==> src/rtl/shared_reg_arbiter.sv <==
// Shares one register among N requesters (round-robin, or lowest-index-first with ARB_FIXED_PRIO_EN); gnt 1 cycle after req, q/q_vld 1 cycle after each write.
// No backpressure: a grant ends after HOLD writes or when the owner drops req, and one idle cycle separates consecutive grants.
module shared_reg_arbiter #(
  parameter int N     = 4,
  parameter int WIDTH = 8,
  parameter int HOLD  = 2
) (
  input  logic                 clk,
  input  logic                 res,
  input  logic [N-1:0]         req,
  input  logic [N*WIDTH-1:0]   din,
  output logic [N-1:0]         gnt,
  output logic [$clog2(N)-1:0] owner,
  output logic [WIDTH-1:0]     q,
  output logic                 q_vld
);

  localparam int OW = $clog2(N);
  localparam int CW = $clog2(HOLD + 1);

  typedef enum logic {IDLE, GRANT} state_t;

  state_t           state, state_n;
  logic [N-1:0]     gnt_n;
  logic [OW-1:0]    owner_n;
  logic [WIDTH-1:0] q_n;
  logic             q_vld_n;
  logic [CW-1:0]    cnt, cnt_n;
  logic [OW-1:0]    sel;
  logic             found;
  logic             rel;
`ifndef ARB_FIXED_PRIO_EN
  logic [OW-1:0]    ptr, ptr_n;
  logic [OW-1:0]    nxt;

  assign nxt = (int'(owner) == N - 1) ? '0 : owner + 1'b1;
`endif

  // First requester at or after the search start, wrapping past N-1.
  always_comb begin
    found = 1'b0;
    sel   = '0;
    for (int k = 0; k < N; k++) begin
`ifdef ARB_FIXED_PRIO_EN
      if (!found && req[k]) begin
        found = 1'b1;
        sel   = OW'(k);
      end
`else
      if (!found && req[(int'(ptr) + k) % N]) begin
        found = 1'b1;
        sel   = OW'((int'(ptr) + k) % N);
      end
`endif
    end
  end

  always_comb begin
    state_n = state;
    gnt_n   = gnt;
    owner_n = owner;
    q_n     = q;
    q_vld_n = 1'b0;
    cnt_n   = cnt;
    rel     = 1'b0;
`ifndef ARB_FIXED_PRIO_EN
    ptr_n   = ptr;
`endif
    case (state)
      IDLE: begin
        if (found) begin
          gnt_n      = '0;
          gnt_n[sel] = 1'b1;
          owner_n    = sel;
          cnt_n      = '0;
          state_n    = GRANT;
        end
      end
      GRANT: begin
        if (req[owner]) begin
          q_n     = din[int'(owner)*WIDTH +: WIDTH];
          q_vld_n = 1'b1;
          cnt_n   = cnt + 1'b1;
          if (int'(cnt) + 1 >= HOLD) rel = 1'b1;
        end else begin
          rel = 1'b1;
        end
        if (rel) begin
          gnt_n   = '0;
          state_n = IDLE;
`ifndef ARB_FIXED_PRIO_EN
          ptr_n   = nxt;
`endif
        end
      end
      default: state_n = IDLE;
    endcase
  end

  always_ff @(posedge clk) begin
    if (res) begin
      state <= IDLE;
      gnt   <= '0;
      owner <= '0;
      q     <= '0;
      q_vld <= 1'b0;
      cnt   <= '0;
`ifndef ARB_FIXED_PRIO_EN
      ptr   <= '0;
`endif
    end else begin
      state <= state_n;
      gnt   <= gnt_n;
      owner <= owner_n;
      q     <= q_n;
      q_vld <= q_vld_n;
      cnt   <= cnt_n;
`ifndef ARB_FIXED_PRIO_EN
      ptr   <= ptr_n;
`endif
    end
  end

endmodule

==> config.mk <==
export PLATFORM = sky130hd
export DESIGN_NAME = shared_reg_arbiter
export DESIGN_NICKNAME = d
export VERILOG_FILES = /design/src/rtl/shared_reg_arbiter.sv
export SDC_FILE = /design/constraint.sdc
export NUM_CORES = 1
export LEC_CHECK = 0
export CAP_MARGIN = 20
export CORE_MARGIN = 2
export CORE_UTILIZATION = 40
export CTS_CLUSTER_SIZE = 20
export DETAILED_ROUTE_END_ITERATION = 12
export PLACE_DENSITY = 0.89
export SYNTH_ARGS = -nofsm -noshare
export SYNTH_HDL_FRONTEND = slang
export SYNTH_SLANG_ARGS = --single-unit
==> constraint.sdc <==
create_clock -name clk -period 2.2 [get_ports clk]
set_input_delay 0.22 -clock clk [delete_from_list [all_inputs] [get_ports clk]]
set_output_delay 0.22 -clock clk [all_outputs]
set_load 0.05 [all_outputs]
### Word level (Yosys, flattened, before mapping)

Cells that the tools add are included.

* $add $sub $neg: 6
* $lt $le $gt $ge: 8
* equality and inequality tests: 4
* shift-type cells: 1
* mux-type cells: 37
* bitwise logic cells: 4
* reductions and logical operators: 16

Operators with widths (count)
* indexed part select 32 x 6 -> 8 bit: 1
* two-way mux 1 bit: 19
* two-way mux 2 bit: 7
* < comparator 3 x 4 -> 1 bit (second input constant): 3
* binary-select mux 1 bit (select 2 bit): 5
* AND reduction 2 bit: 5
* < comparator 2 x 3 -> 1 bit (second input constant): 3
* two-way mux 4 bit: 2
* case mux 4 bit (2 select lines): 1
* OR reduction 2 bit: 4
* adder 2 x 1 -> 2 bit (second input constant): 3
* adder 2 bit (second input constant): 2
* logical AND 1 bit: 4
* != test 2 x 1 -> 1 bit (second input constant): 2
* case mux 2 bit (2 select lines): 1
* adder 2 x 1 -> 3 bit (second input constant): 1
* bitwise AND 1 bit (first input constant): 3
* greater-or-equal comparator 3 x 2 -> 1 bit (second input constant): 1
* zero test 1 bit: 3
* demux 1 bit (select 2 bit): 1
* == test 2 x 1 -> 1 bit (second input constant): 1
* greater-or-equal comparator 2 x 1 -> 1 bit (second input constant): 1
* != test 2 bit (second input constant): 1
* case mux 1 bit (2 select lines): 1
* inverter 1 bit: 1

* flip-flop bits (word level): 20
* input port bits: 38
* output and inout bits: 15
* logic and storage cells: 83

### Logic depth before layout (Yosys ltp)

* depth after elaboration: 20
* depth in mapped cells: 6
* gate-level depth less buffers: 5

### Least setup slack after synthesis

Ideal clock, no wire load.

* path kind: reg2reg
* from: reg owner[0]
* to: reg gnt[1]
* setup time: 0.117 ns
* arrival time: 1.833 ns
* required time: 2.083 ns
* slack: 0.249 ns
* cell stages (with the launch flop): 5
* buffers on the path: 0
* clock period less this slack: 1.951 ns
* path through: dfxtp_1 -> mux4_2 -> a21oi_4 -> nor2_2 -> a32o_1

* word-level cells in the longest chain between the ends: 6

RTL lines
* start, declared: line 13 `output logic [$clog2(N)-1:0] owner,`
* start signal, assigned: line 114 `owner <= owner_n;`
* binary-select mux 1 bit (select 2 bit): line 80 `if (req[owner]) begin`
* two-way mux 1 bit (implied by the code): line 80
* two-way mux 1 bit: line 80
* two-way mux 1 bit: line 69 `case (state)`
* != test 2 x 1 -> 1 bit (no line)
* AND reduction 2 bit (no line)
* end signal, assigned: line 113 `gnt <= gnt_n;`
* end, declared: line 12 `output logic [N-1:0] gnt,`

Every way passes these cells. The select of a mux whose other input is x is not followed.
A chain may end at the register's enable or synchronous reset.

### Final worst setup path

* from: reg owner[1]
* to: out owner[1]

No word-level cell between the ends.

==> results.toml <==
[worst_setup_path]
cp_data_required_time_ns = 1.98
path_class = "flip-flop to output pin"
crit_chain = "clkdlybuf4s50_1"
worstSetupStartpoint = "owner[1]$_SDFFE_PP0P_"
critPathMaxStageDelay_ns = 0.87
crit_fanout = 6
critPathLaunchType = "flip-flop"
cpLargestDelayFamily = "buffers and inverters"
r2r_start = "owner[0]$_SDFFE_PP0P_"
slowest_stage = "clkdlybuf4s50_1"
setup.worst_path.end_class = "output pin"
critPathBufInv = 1
crit_arrival_ns = 1.65

[power]
p_sw_frac = 0.330
power.internal_w = 0.000630
clkPwrFrac = 0.186
vdd_drop_max_mv = 0.486
p_per_area_nw_per_um2 = 570
seqPwrFrac = 0.437
finalPower_w = 0.000940
p_leak_nw = 0.631
p_comb_frac = 0.378
power_switching_w = 0.000310

[grt]
grt_overflow = 0
grtUsageTotal = 0.212
antenna_found_initial = 0
grt_pass1_vias = 1054
grt_max_degree = 19
grt_pass1_wl_um = 5130

[status]
status = "finished clean"

[synth]
synth_compound_area_frac = 0.129
ys_ff_latch = 20
yosysUniqueCellTypes = 30
muxShareOfSynthArea = 0.280
synth_fa_ha_area_frac = 0.0231
yosysSeqAreaShare = 0.370
synth-simple-area-share = 0.136
synth_top_family_by_area = "multiplexers"
netlist_instances = 102
synth.avg_cell_area_um2 = 10.6
synthXorXnorAreaFrac = 0
synth_fp_nets = 142
ys_warn_count = 0
netlist_area_um2 = 1080

[final_layout]
antenna_cells = 0
synthToLayoutAreaGrowth_pct = 52.5
nets = 197
drive_gt1_frac = 0.155
layout_commonest_cell = "clkdlybuf4s50_1"
final_cell_mix = "51 x clkdlybuf4s50_1, 20 x dfxtp_1, 13 x nor2_1, 10 x mux2i_1, 9 x mux4_2"

[timing]
finalCriticalPeriod_ns = 1.87
period_share = 0.852
setup_viol = 0
hold_viol = 0
relSlewSlack = 0.645
slew_viol_final = 0
rsz0062_at_grt = "no"
finClkSkew_ns = 0.0101
fin_tns_setup_ns = 0
worstMarginPinSlew_ns = 0.528
timing.fmax_ghz = 0.534

[clocking]
clk_path_buf_depth = 2
ctsResizeCount = 0
clkTransAtPathRegs_ns = 0.11
htreeDepth = 1
cts_setup_buffers = 0
cts.sinks = 20
cts_root_buf = "clkbuf_4"
insertion_delay_ns = 0.31
cts_tree = "yes"
cts_buffers = 3
ctsHoldBuffers = 0

[floorplanning]
ios = 53
core_area_um2 = 2520
rows = 18
dieHeight_um = 56.0
fp.dieW_um = 56.0
initial_utilization = 0.429
die-area_um2 = 3140

[route]
final_antenna_net_count = 0
num_vias = 1021
viasPerCell = 5.52
wire_per_inst_um = 16.5
drc_errors = 0
drt_iter0_markers = 19
finalWirelength_um = 3050
detail_route.first_pass.iterations = 4

[placed_design]
dp_hpwl_um = 2460
portBuffers = 52
routabilityCongestion = 0.802

[worst_hold_path]
hp-start = "cnt[0]$_SDFFE_PP0P_"
min_path_type = "flip-flop to flip-flop"

[flow_run]
maxCapViolations = 0
-- through the flow --
step	util	area (µm²)	cells	worst slack, ns	hold slack (ns)
after floorplan	-	1080	102	0.249	0.444
after global placement	0.645	1630	182	0.267	0.453
after detailed placement	0.645	1630	182	0.211	0.471
after CTS	0.654	1650	185	0.320	0.487
after global routing	0.654	1650	185	0.276	0.524
final	0.654	1650	185	0.326	0.486
-- final cells by class --
class	count	area [µm²]
Clock buffer	3	22.5
Fill cell	219	872
Inverter	5	18.8
Multi-Input combinational cell	70	616
Sequential cell	20	400
Tap cell	30	37.5
Timing Repair Buffer	57	556
-- cell families after synthesis --
logic type,Yosys count
AND/OR/NAND/NOR,31
flip-flops,20
adder cells (fa/ha/maj),2
multiplexers,19
buffers and inverters,12
AO/OA/AOI/OAI,18
-- state kept, by name (all words and copies together), names as in the netlist --
register  count
q             8
gnt           4
cnt           2
owner         2
ptr           2
q_vld         1
state         1
-- cells in the mapped netlist --
master	count	area, µm²
dfxtp_1	20	400
nor2_1	13	48.8
mux2i_1	10	100
mux4_2	9	203
a21oi_1	6	30.0
nand3_1	6	30.0
inv_1	5	18.8
nand2_1	4	15.0
buf_2	3	15.0
a32o_1	2	20.0
clkbuf_1	2	7.51
ha_1	2	25.0
nor3_1	2	10.0
o32ai_1	2	17.5
a211oi_1	1	7.51
a21oi_4	1	16.3
a31o_2	1	8.76
buf_6	1	11.3
clkbuf_8	1	13.8
nand2b_1	1	6.26
nor2_2	1	6.26
nor4_1	1	6.26
nor4_2	1	12.5
o21a_1	1	7.51
o221ai_1	1	8.76
o22a_2	1	10.0
o22ai_1	1	6.26
o31ai_1	1	7.51
or2_2	1	6.26
or3_1	1	6.26
-- power groups by stage --
stage	logic (W)	clock network, W	registers, W
2_1_floorplan	0.000150	0	0.000487
3_3_place_gp	0.000348	0	0.000417
3_5_place_dp	0.000356	0	0.000419
4_1_cts	0.000357	0.000181	0.000411
5_1_grt	0.000378	0.000192	0.000414
6_report	0.000355	0.000174	0.000411
-- metal layers --
layer | vias to the layer above | global-route usage | wire length [µm]
li1 | 491 | - | -
met1 | 492 | 0.239 | 1210
met2 | 32 | 0.390 | 1650
met3 | 6 | 0.0628 | 156
met4 | 0 | 0.0510 | 42
met5 | - | 0 | 0
-- worst paths after layout --
path	end	slack [ns]	cells after the start
worst max-delay path	owner[1]	0.33	1
worst min-delay path	cnt[0]$_SDFFE_PP0P_	0.49	2
worst max register to register	gnt[1]$_SDFFE_PP0P_	0.54	4
worst min register to register	cnt[0]$_SDFFE_PP0P_	0.49	2
Power figures use the tool's default switching activity.
